**src/rtl/seq_to_sim_load_ctrl_pkg.sv**
```systemverilog
// -----------------------------------------------------------------------------
// seq_to_sim_load_ctrl_pkg
//   Definitions shared by the shift-register sequencing controllers of the BCH
//   decoder front end:
//     - 2-bit state encodings CLR/FILL/PAD/FULL (legacy-compatible constants)
//     - bitWidthCal(n)  : bits needed to hold the values 0..n (minimum 1)
//     - notBeingZero(n) : 1 when n is non-zero
// -----------------------------------------------------------------------------
package seq_to_sim_load_ctrl_pkg;

    localparam logic [1:0] ST_CLR  = 2'd0;
    localparam logic [1:0] ST_FILL = 2'd1;
    localparam logic [1:0] ST_PAD  = 2'd2;
    localparam logic [1:0] ST_FULL = 2'd3;

    function automatic int bitWidthCal(input int value);
        int w;
        w = 1;
        for (int unsigned i = 1; i < 31; i++) begin
            if ((value >> i) != 0) w = int'(i) + 1;
        end
        return w;
    endfunction

    function automatic bit notBeingZero(input int value);
        return value != 0;
    endfunction

endpackage

```
**src/rtl/seq_to_sim_load_ctrl_fill_len.sv**
```systemverilog
// -----------------------------------------------------------------------------
// fill_len_counter
//   Counts the words shifted into the current frame.
//   Ports:
//     clk    : clock, rising edge
//     rst_n  : asynchronous active-low reset, clears the count
//     clr    : synchronous clear to 0 (highest priority)
//     inc    : increment by one
//     sat    : load SHIFT_LEN (frame complete; saturated display)
//     count  : current count
//     tc     : count == SHIFT_LEN-1 (next shift completes the frame)
// -----------------------------------------------------------------------------
module fill_len_counter
    import seq_to_sim_load_ctrl_pkg::*;
#(
    parameter int SHIFT_LEN = 8,
    parameter int CNT_W     = bitWidthCal(SHIFT_LEN)
) (
    input  logic             clk,
    input  logic             rst_n,
    input  logic             clr,
    input  logic             inc,
    input  logic             sat,
    output logic [CNT_W-1:0] count,
    output logic             tc
);

    always_ff @(posedge clk or negedge rst_n) begin
        if (!rst_n) begin
            count <= '0;
        end else if (clr) begin
            count <= '0;
        end else if (sat) begin
            count <= CNT_W'(SHIFT_LEN);
        end else if (inc) begin
            count <= count + 1'b1;
        end
    end

    assign tc = (count == CNT_W'(SHIFT_LEN - 1));

endmodule

```
**src/rtl/seq_to_sim_load_ctrl.sv**
```systemverilog
// -----------------------------------------------------------------------------
// seq_to_sim_load_ctrl
//   Sequencing controller for the sequential-to-simultaneous shift register.
//   Accepts SHIFT_LEN words over a valid/ready handshake, drives the shift
//   register clear/enable/shift-enable, then presents the parallel frame to the
//   syndrome stage and holds it until accepted.
//   Optional feature (macro SEQ_TO_SIM_LOAD_CTRL_PAD_EN): a word flagged with
//   in_last before the frame is full triggers zero-padding of the remainder.
//   Ports:
//     clk            : clock, rising edge
//     in_ctr_Arst_n  : asynchronous active-low reset
//     in_ctr_flush   : synchronous abort of the partial or held frame
//     in_valid       : upstream word valid
//     in_last        : last word of a short frame (pad feature only)
//     in_ready       : controller accepts a word this cycle
//     out_ctr_Srst   : shift-register synchronous clear
//     out_ctr_en     : shift-register enable
//     out_ctr_sh_en  : shift-register shift-enable
//     out_pad        : select zero into the shift-register input
//     out_valid      : parallel frame complete
//     out_ready      : syndrome stage accepts the frame
//     out_fill_cnt   : words shifted into the current frame
//     out_frame_cnt  : frames handed off (wrapping)
// -----------------------------------------------------------------------------
module seq_to_sim_load_ctrl
    import seq_to_sim_load_ctrl_pkg::*;
#(
    parameter  int SHIFT_LEN   = 8,
    parameter  int FRAME_CNT_W = 8,
    localparam int CNT_W       = bitWidthCal(SHIFT_LEN)
) (
    input  logic                   clk,
    input  logic                   in_ctr_Arst_n,
    input  logic                   in_ctr_flush,
    input  logic                   in_valid,
    input  logic                   in_last,
    output logic                   in_ready,
    output logic                   out_ctr_Srst,
    output logic                   out_ctr_en,
    output logic                   out_ctr_sh_en,
    output logic                   out_pad,
    output logic                   out_valid,
    input  logic                   out_ready,
    output logic [CNT_W-1:0]       out_fill_cnt,
    output logic [FRAME_CNT_W-1:0] out_frame_cnt
);

    if (!notBeingZero(SHIFT_LEN) || SHIFT_LEN < 0) begin : g_bad_shift_len
        $error("seq_to_sim_load_ctrl: SHIFT_LEN must be >= 1");
    end

    logic [1:0] state;
    logic [1:0] state_nxt;
    logic       fill_clr;
    logic       fill_inc;
    logic       fill_sat;
    logic       fill_tc;
    logic       handoff;

`ifndef SEQ_TO_SIM_LOAD_CTRL_PAD_EN
    logic unused_in_last;
    assign unused_in_last = in_last;
`endif

    fill_len_counter #(
        .SHIFT_LEN (SHIFT_LEN),
        .CNT_W     (CNT_W)
    ) u_fill_len_counter (
        .clk   (clk),
        .rst_n (in_ctr_Arst_n),
        .clr   (fill_clr),
        .inc   (fill_inc),
        .sat   (fill_sat),
        .count (out_fill_cnt),
        .tc    (fill_tc)
    );

    always_comb begin
        state_nxt     = state;
        in_ready      = 1'b0;
        out_ctr_Srst  = 1'b0;
        out_ctr_en    = 1'b0;
        out_ctr_sh_en = 1'b0;
        out_pad       = 1'b0;
        out_valid     = 1'b0;
        fill_clr      = 1'b0;
        fill_inc      = 1'b0;
        fill_sat      = 1'b0;
        handoff       = 1'b0;

        case (state)
            ST_CLR: begin
                out_ctr_Srst = 1'b1;
                out_ctr_en   = 1'b1;
                fill_clr     = 1'b1;
                state_nxt    = ST_FILL;
            end

            ST_FILL: begin
                // Flush blocks the handshake so the word offered this cycle is
                // not consumed; the count is cleared right away.
                if (in_ctr_flush) begin
                    fill_clr  = 1'b1;
                    state_nxt = ST_CLR;
                end else begin
                    in_ready = 1'b1;
                    if (in_valid) begin
                        out_ctr_sh_en = 1'b1;
                        out_ctr_en    = 1'b1;
                        if (fill_tc) begin
                            fill_sat  = 1'b1;
                            state_nxt = ST_FULL;
                        end else begin
                            fill_inc = 1'b1;
`ifdef SEQ_TO_SIM_LOAD_CTRL_PAD_EN
                            if (in_last) state_nxt = ST_PAD;
`endif
                        end
                    end
                end
            end

`ifdef SEQ_TO_SIM_LOAD_CTRL_PAD_EN
            ST_PAD: begin
                if (in_ctr_flush) begin
                    fill_clr  = 1'b1;
                    state_nxt = ST_CLR;
                end else begin
                    out_pad       = 1'b1;
                    out_ctr_sh_en = 1'b1;
                    out_ctr_en    = 1'b1;
                    if (fill_tc) begin
                        fill_sat  = 1'b1;
                        state_nxt = ST_FULL;
                    end else begin
                        fill_inc = 1'b1;
                    end
                end
            end
`endif

            ST_FULL: begin
                out_valid = 1'b1;
                // A handoff in the same cycle as a flush still counts.
                if (out_ready) begin
                    handoff   = 1'b1;
                    state_nxt = ST_CLR;
                end else if (in_ctr_flush) begin
                    state_nxt = ST_CLR;
                end
            end

            default: begin
                state_nxt = ST_CLR;
            end
        endcase
    end

    always_ff @(posedge clk or negedge in_ctr_Arst_n) begin
        if (!in_ctr_Arst_n) begin
            state         <= ST_CLR;
            out_frame_cnt <= '0;
        end else begin
            state <= state_nxt;
            if (handoff) out_frame_cnt <= out_frame_cnt + 1'b1;
        end
    end

endmodule

```
**config.mk**
```make
export PLATFORM = sky130hd
export DESIGN_NAME = seq_to_sim_load_ctrl
export DESIGN_NICKNAME = d
export VERILOG_FILES = /design/src/rtl/seq_to_sim_load_ctrl_pkg.sv /design/src/rtl/seq_to_sim_load_ctrl_fill_len.sv /design/src/rtl/seq_to_sim_load_ctrl.sv
export SDC_FILE = /design/constraint.sdc
export NUM_CORES = 1
export LEC_CHECK = 0
export BUFFER_PORTS_ARGS = -buffer_cell sky130_fd_sc_hd__buf_4
export CAP_MARGIN = 20
export CORE_AREA = 2 2 47 49
export CTS_CLUSTER_SIZE = 20
export DETAILED_ROUTE_END_ITERATION = 6
export DIE_AREA = 0 0 49 51
export GPL_TIMING_DRIVEN = 0
export SLEW_MARGIN = 10
export SYNTH_ARGS = -nofsm -noshare
export SYNTH_HDL_FRONTEND = slang
export SYNTH_SLANG_ARGS = --single-unit
```
**constraint.sdc**
```tcl
create_clock -name clk -period 1.6 [get_ports clk]
set_input_delay 0.16 -clock clk [delete_from_list [all_inputs] [get_ports clk]]
set_output_delay 0.16 -clock clk [all_outputs]
set_load 0.005 [all_outputs]
```
Word level (Yosys, flattened, before mapping)
Cells that the tools add are included.
- muxes and demuxes: 29
- reduce and logical (&&, ||, !) cells: 3
- $add $sub $neg: 2
- eq/ne operators: 6
- operators with widths (cell ; count):
    1-bit 2-to-1 mux ; 18
    4-bit 2-to-1 mux ; 3
    2-bit 2-to-1 mux ; 5
    3-bit != test (second input constant) ; 3
    8-bit by 1-bit adder with 8-bit output (second input constant) ; 1
    2-bit one-hot mux with 3 select lines ; 1
    4-bit by 1-bit adder with 4-bit output (second input constant) ; 1
    4-bit by 3-bit == test with 1-bit output (second input constant) ; 1
    1-bit one-hot mux with 2 select lines ; 2
    3-bit AND reduction ; 1
    3-bit nonzero test ; 1
    2-bit by 1-bit == test with 1-bit output (second input constant) ; 1
    2-bit == test (second input constant) ; 1
    2-bit logical NOT ; 1
- register bits after elaboration: 14
- output and inout port bits: 18
- logic and storage cells: 43
- input port bits: 6

Depth between registers and ports, before layout
Gate-level depths: netlist (run 1).
- depth in word-level cells: 8
- mapped depth: 4
- depth with buffers taken out: 4

Hierarchy
From an unflattened synthesis (run 1), not the netlist that was laid out.
- cell total of the unflattened synthesis: 68
- area total of the unflattened synthesis: 706.9 µm²
- modules (own cells, without submodules) (module ; instances ; cells an instance ; area an instance (µm²)):
    seq_to_sim_load_ctrl ; 1 ; 50 ; 516.7
    fill_len_counter ; 1 ; 18 ; 190.2

Least setup slack after synthesis (run 1)
OpenSTA, ideal clock, no wires.
- kind: register -> register
- start point: reg u_fill_len_counter.count[0]
- end point: reg state[1]
- stages on the path, launching flop included: 5
- required time: 1.523 ns
- data arrival time: 1.099 ns
- path slack: 0.423 ns
- clock period less this slack: 1.177 ns
- setup time: 0.077 ns
- cells stage by stage: dfrtp_1 ha_1 nand2_1 or3_1 a21oi_1
- word-level cells in the longest chain between the ends: 3
- RTL lines (what ; RTL line ; text):
    from (decl) ; seq_to_sim_load_ctrl_fill_len.sv:24 ; output logic [CNT_W-1:0] count,
    from (signal assigned) ; seq_to_sim_load_ctrl_fill_len.sv:34 ; count <= CNT_W'(SHIFT_LEN);
    from (signal assigned) ; seq_to_sim_load_ctrl_fill_len.sv:36 ; count <= count + 1'b1;
    4-bit by 3-bit == test with 1-bit output ; seq_to_sim_load_ctrl_fill_len.sv:40 ; assign tc = (count == CNT_W'(SHIFT_LEN - 1));
    3-bit != test (no source line) ; - ;
    3-bit AND reduction (no source line) ; - ;
    to (signal assigned) ; seq_to_sim_load_ctrl.sv:164 ; state <= state_nxt;
    to (decl) ; seq_to_sim_load_ctrl.sv:52 ; logic [1:0] state;
No other way between the ends.
A chain may end at the register's enable or synchronous reset.

Worst setup path after layout (run 1)
- start point: reg state[0]
- end point: out out_ctr_sh_en
- word-level cells in the longest chain between the ends: 2
- RTL lines (what ; RTL line ; text):
    2-bit by 1-bit == test with 1-bit output ; seq_to_sim_load_ctrl.sv:91 ; case (state)
    1-bit 2-to-1 mux ; seq_to_sim_load_ctrl.sv:91 ;
    to (decl) ; seq_to_sim_load_ctrl.sv:40 ; output logic out_ctr_sh_en,
No other way between the ends.

==> results.ini, run 1 <==
[status]
status=finished clean

[detailed_routing]
drc=0
dr.pass1.iters=5
drtAntennaViolNets=0
wl_per_cell_um=11.9
via_count=617
viasPerCell=5.02
drt_iter0_markers=10
wl_um=1460

[synth]
synth_edf_count=0
ys_warn_count=0
synth_area_um2=763
synth_area_per_cell_um2=10.9
synth_cells=70
synth_flop_cell=dfrtp_1
synthDistinctLibCells=30
syn-num-nets=78
async_reset_ff_share_pct=100
synth-seq-cells=14
seq_area_frac_synth_pct=45.9

[power]
p_int_mw=0.484
p_comb_share_pct=11.8
p_sw_mw=0.142
seq_power_share_pct=57.9
clockPowerShare_pct=30.3
ir_drop_uv=380
netSwitchingFraction_pct=22.7
cellLeakagePower_nw=0.482
p_per_area_nw_per_um2=634

[layout]
nets=105
area_growth_pct=29.5
drive_above_1_share_pct=34.7
final_common_cell=buf_4
postLayoutCoreUtil_pct=47.9
fin_area_um2=988
antenna_cells=0
layout_common_cells=22 x buf_4, 14 x dfrtp_1, 7 x nand2_1

[clock_network]
cts_tree=yes
numCtsBuffers=3
insertion_delay_ns=0.27
clk_pin_slew_ns=0.08
cts-resized-gates=0
cts_buffer_depth=2
numClockSinks=14
cts_max_level=1
clockRootBuffer=clkbuf_4

[setup_path]
required_ns=1.44
reg2reg_to=state[1]
crit_type=register to output pin
cp-start-kind=register
ff2ff_path_depth=4
end_kind=output pin
rrSetupSlack_ns=0.31
startpoint=state[0]
crit_fanout=10
regToRegStartpoint=u_fill_len_counter.count[0]
critPathCapture=out_ctr_sh_en
arrival_ns=1.29

[timing]
max_freq_ghz=0.689
fin_crit_ns=1.45
fin_setup_tns_ns=0
slew_violations=0
timing.hold.ws_ns=0.123
fin_skew_ns=0.00244
period_share_pct=90.7
rsz0062_at_grt=no
setup_viol=0
finalHoldViolCount=0

[global_route]
grt_pass1_vias=617
track_usage_pct=13.2
antenna_found_initial=0
grt_overflow=0
grt_pass1_wl_um=2550
grt_max_degree=15

[floorplanning]
core_um2=2060
die_h_um=51
die_width_um=49
start_util_pct=37.0
ios=24
die_area_um2=2500
rows=17

[placement]
place.port_buffers=21
place_congestion=0.765
dp_hpwl_um=1080
dpl_cell_area_um2=956

[flow_run]
maxCapViolCount=0

[hold_path]
hold_class=input port to register

layout make-up:
cell class | count | area (um2)
repair buffers | 22 | 168
plain buffers | 3 | 30.0
clock buffers | 3 | 22.5
well taps | 28 | 35.0
fillers | 204 | 1070
multi-input cells | 53 | 383
flip-flops and latches | 14 | 350
per-stage QoR:
stage	total power, mW	setup WS [ns]	instances
2_1_floorplan	0.403	0.423	70
3_3_place_gp	0.441	0.352	119
3_5_place_dp	0.442	0.332	119
4_1_cts	0.634	0.155	123
5_1_grt	0.660	0.0904	123
6_report	0.626	0.149	123
power by group through the flow:
stage,clock network (mW),logic (mW),registers (mW)
global route,0.214,0.0828,0.363
detailed placement,0,0.0724,0.370
global placement,0,0.0715,0.369
finish,0.190,0.0740,0.363
CTS,0.197,0.0748,0.362
floorplan,0,0.0337,0.369
cells by family (layout without fill, tap and decap cells):
kind of cell / after synthesis / after routing / share of synthesized area, %
DFF: 14 / 14 / 45.9
xor gates and xnor gates: 7 / 7 / 8.03
other: 1 / 1 / 0.491
buffers and inverters: 3 / 28 / 3.93
muxes: 1 / 1 / 1.31
AOI/OAI and AO/OA: 10 / 10 / 9.18
and+or+nand+nor: 32 / 32 / 27.9
adders and majority gates: 2 / 2 / 3.28
per-layer routing:
metal	vias up	global-route usage, %	share of wire (%)
met5	-	0	0
met4	0	7.14	0.96
met3	2	2.92	5.0
met2	20	21.5	48
met1	300	16.3	46
li1	295	-	-
cell usage after synthesis (all sizes together), types with 2 or more instances:
master | count | area (um2)
dfrtp | 14 | 350
nand2 | 7 | 26.3
a21oi | 4 | 20.0
nand2b | 4 | 25.0
nand4 | 4 | 25.0
xnor2 | 4 | 35.0
buf | 3 | 30.0
nand3 | 3 | 27.5
xor2 | 3 | 26.3
a22o | 2 | 17.5
and2 | 2 | 15.0
and3 | 2 | 13.8
ha | 2 | 25.0
nor2 | 2 | 7.51
nor2b | 2 | 12.5
nor3 | 2 | 20.0
worst min path at each step:
stage / startpoint / to / slack, ns / cells after the start
after detailed placement: in_ctr_Arst_n / out_frame_cnt[4] / 0.02 / 1
after CTS: in_ctr_flush / state[0] / 0.12 / 2
after global placement: in_ctr_Arst_n / out_frame_cnt[6] / 0.02 / 1
after floorplan: in_ctr_Arst_n / out_frame_cnt[0] / -0.14 / 0
final: in_ctr_flush / state[0] / 0.12 / 2
after global routing: in_ctr_flush / state[0] / 0.14 / 2
critical path, stage by stage, from the launching register on:
cell	delay, ns
dfrtp_1	0.35
buf_6	0.14
nor3b_4	0.23
and2_4	0.20
buf_4	0.11
what timing repair did:
item	4_1_cts	5_1_grt
setup buffers	0	0
hold buffers	1	0
endpoints found under the hold margin	14	0
sequential cells by signal, summed over array words and instances (netlist names):
| register | cells |
|---|---|
| out_frame_cnt | 8 |
| state | 2 |
| u_fill_len_counter.count | 4 |
Power figures use the tool's default switching activity.
==> run 2, diff against run 1 <==
--- a/config.mk
+++ b/config.mk
@@ -5,13 +5,15 @@
 export SDC_FILE = /design/constraint.sdc
 export NUM_CORES = 1
 export LEC_CHECK = 0
-export BUFFER_PORTS_ARGS = -buffer_cell sky130_fd_sc_hd__buf_4
 export CAP_MARGIN = 20
 export CORE_AREA = 2 2 47 49
+export CTS_BUF_LIST = sky130_fd_sc_hd__clkbuf_8
 export CTS_CLUSTER_SIZE = 20
 export DETAILED_ROUTE_END_ITERATION = 6
 export DIE_AREA = 0 0 49 51
+export DONT_BUFFER_PORTS = 1
 export GPL_TIMING_DRIVEN = 0
+export RECOVER_POWER = 25
 export SLEW_MARGIN = 10
 export SYNTH_ARGS = -nofsm -noshare
 export SYNTH_HDL_FRONTEND = slang
==> results.ini, run 2 (synthesized netlist as in run 1, its figures left out) <==
[detailed_routing]
viasPerCell=5.04
drt_iter0_markers=4
dr.pass1.iters=3
via_count=519
top_layer=met4
drc=0
wl_um=1400
wl_per_cell_um=13.6
wl_met1_um=610
wl_met2_um=628
wl_met3_um=123
drtAntennaViolNets=0

[placement]
place.port_buffers=0
place_congestion=0.752
dp_hpwl_um=986

[clock_network]
cts_setup_buffers=0
cts_buffer_depth=2
numClockSinks=14
cts_max_level=1
clk_pin_slew_ns=0.06
postCtsHoldBufs=1
insertion_delay_ns=0.25
cts_tree=yes
numCtsBuffers=3
clockRootBuffer=clkbuf_8
cts-resized-gates=0

[floorplanning]
start_util_pct=37.0
core_um2=2060
ios=24
die_area_um2=2500
die_width_um=49
rows=17
die_h_um=51

[timing]
fin_skew_ns=0.00181
rsz0062_at_grt=no
finalHoldViolCount=0
fin_setup_tns_ns=0
timing.hold.ws_ns=0.0107
slew_violations=0
setup_viol=0
max_slew_margin_pct=56.2
period_share_pct=83.8
tightest_slew_ns=0.655
fin_crit_ns=1.34
max_freq_ghz=0.746

[global_route]
track_usage_pct=13.0
antenna_found_initial=0
grt_pass1_vias=491
grt_max_degree=15
grt_pass1_wl_um=2330
grt_overflow=0

[layout]
layout_common_cells=14 x dfrtp_1, 7 x nand2_1
regMostFlops=out_frame_cnt
seqCellArea_um2=350
postLayoutCoreUtil_pct=41.8
top_regs=out_frame_cnt (8), u_fill_len_counter.count (4), state (2)
nets=84
antenna_cells=0
drive_above_1_share_pct=17.3
multiInputGateArea_um2=383
area_growth_pct=13.1
largest_register_ffs=8
fillCellCount=212
final_common_cell=dfrtp_1

[setup_path]
rrSetupSlack_ns=0.27
crit_type=register to output pin
startpoint=state[0]
arrival_ns=1.18
reg2reg_to=state[1]
regToRegStartpoint=u_fill_len_counter.count[0]
cp-start-kind=register
ff2ff_path_depth=4
end_kind=output pin
required_ns=1.44
crit_fanout=10

[flow_run]
maxCapViolCount=0

[status]
status=finished clean

[hold_path]
hold_end=state[0]
worstHoldStart=in_ctr_flush
worstHoldPathCells=1
hold_class=input port to register

[power]
ir_drop_uv=419
cellLeakagePower_nw=0.387
p_per_area_nw_per_um2=882

[run 2: cell types whose count changed in the layout (fill, tap and decap cells not counted)]
cell	change
clkbuf_8	+4
buf_4	-21
clkbuf_4	-3
[run 2: worst max path at each step]
stage               endpoint  cells after the start
2_1_floorplan       state[1]                      4
3_3_place_gp        state[1]                      4
3_5_place_dp        state[1]                      4
4_1_cts        out_ctr_sh_en                      3
5_1_grt        out_ctr_sh_en                      3
6_report       out_ctr_sh_en                      3
[run 2: per-layer routing]
layer,global-route usage (%),up-vias
met4,8.57,0
li1,-,255
met2,20.1,20
met1,13.2,239
met5,0,-
met3,7.89,5
[run 2: cell type report]
class                           instances  area share, %
Tap cell                               28           4.06
Buffer                                  3           3.48
Sequential cell                        14           40.6
Clock buffer                            4           6.38
Timing Repair Buffer                    1           1.16
Multi-Input combinational cell         53           44.3
[run 2: power breakdown]
group          switching, mW  internal, mW  leakage [nW]
combinational         0.0243        0.0220         0.166
sequential           0.00550         0.359         0.192
clock                  0.133         0.218        0.0288
total                  0.162         0.599         0.387
[run 2: critical path: stages (launching register included)]
cell and delay, ns:
dfrtp_1 0.34, buf_6 0.13, nor3b_4 0.25, and2_4 0.21
[run 2: through the flow]
stage,power (mW),instance area (um2),worst slack (ns),instances
2_1_floorplan,0.403,763,0.423,70
3_3_place_gp,0.408,798,0.316,98
3_5_place_dp,0.409,798,0.293,98
4_1_cts,0.774,863,0.244,103
5_1_grt,0.790,863,0.181,103
6_report,0.761,863,0.259,103
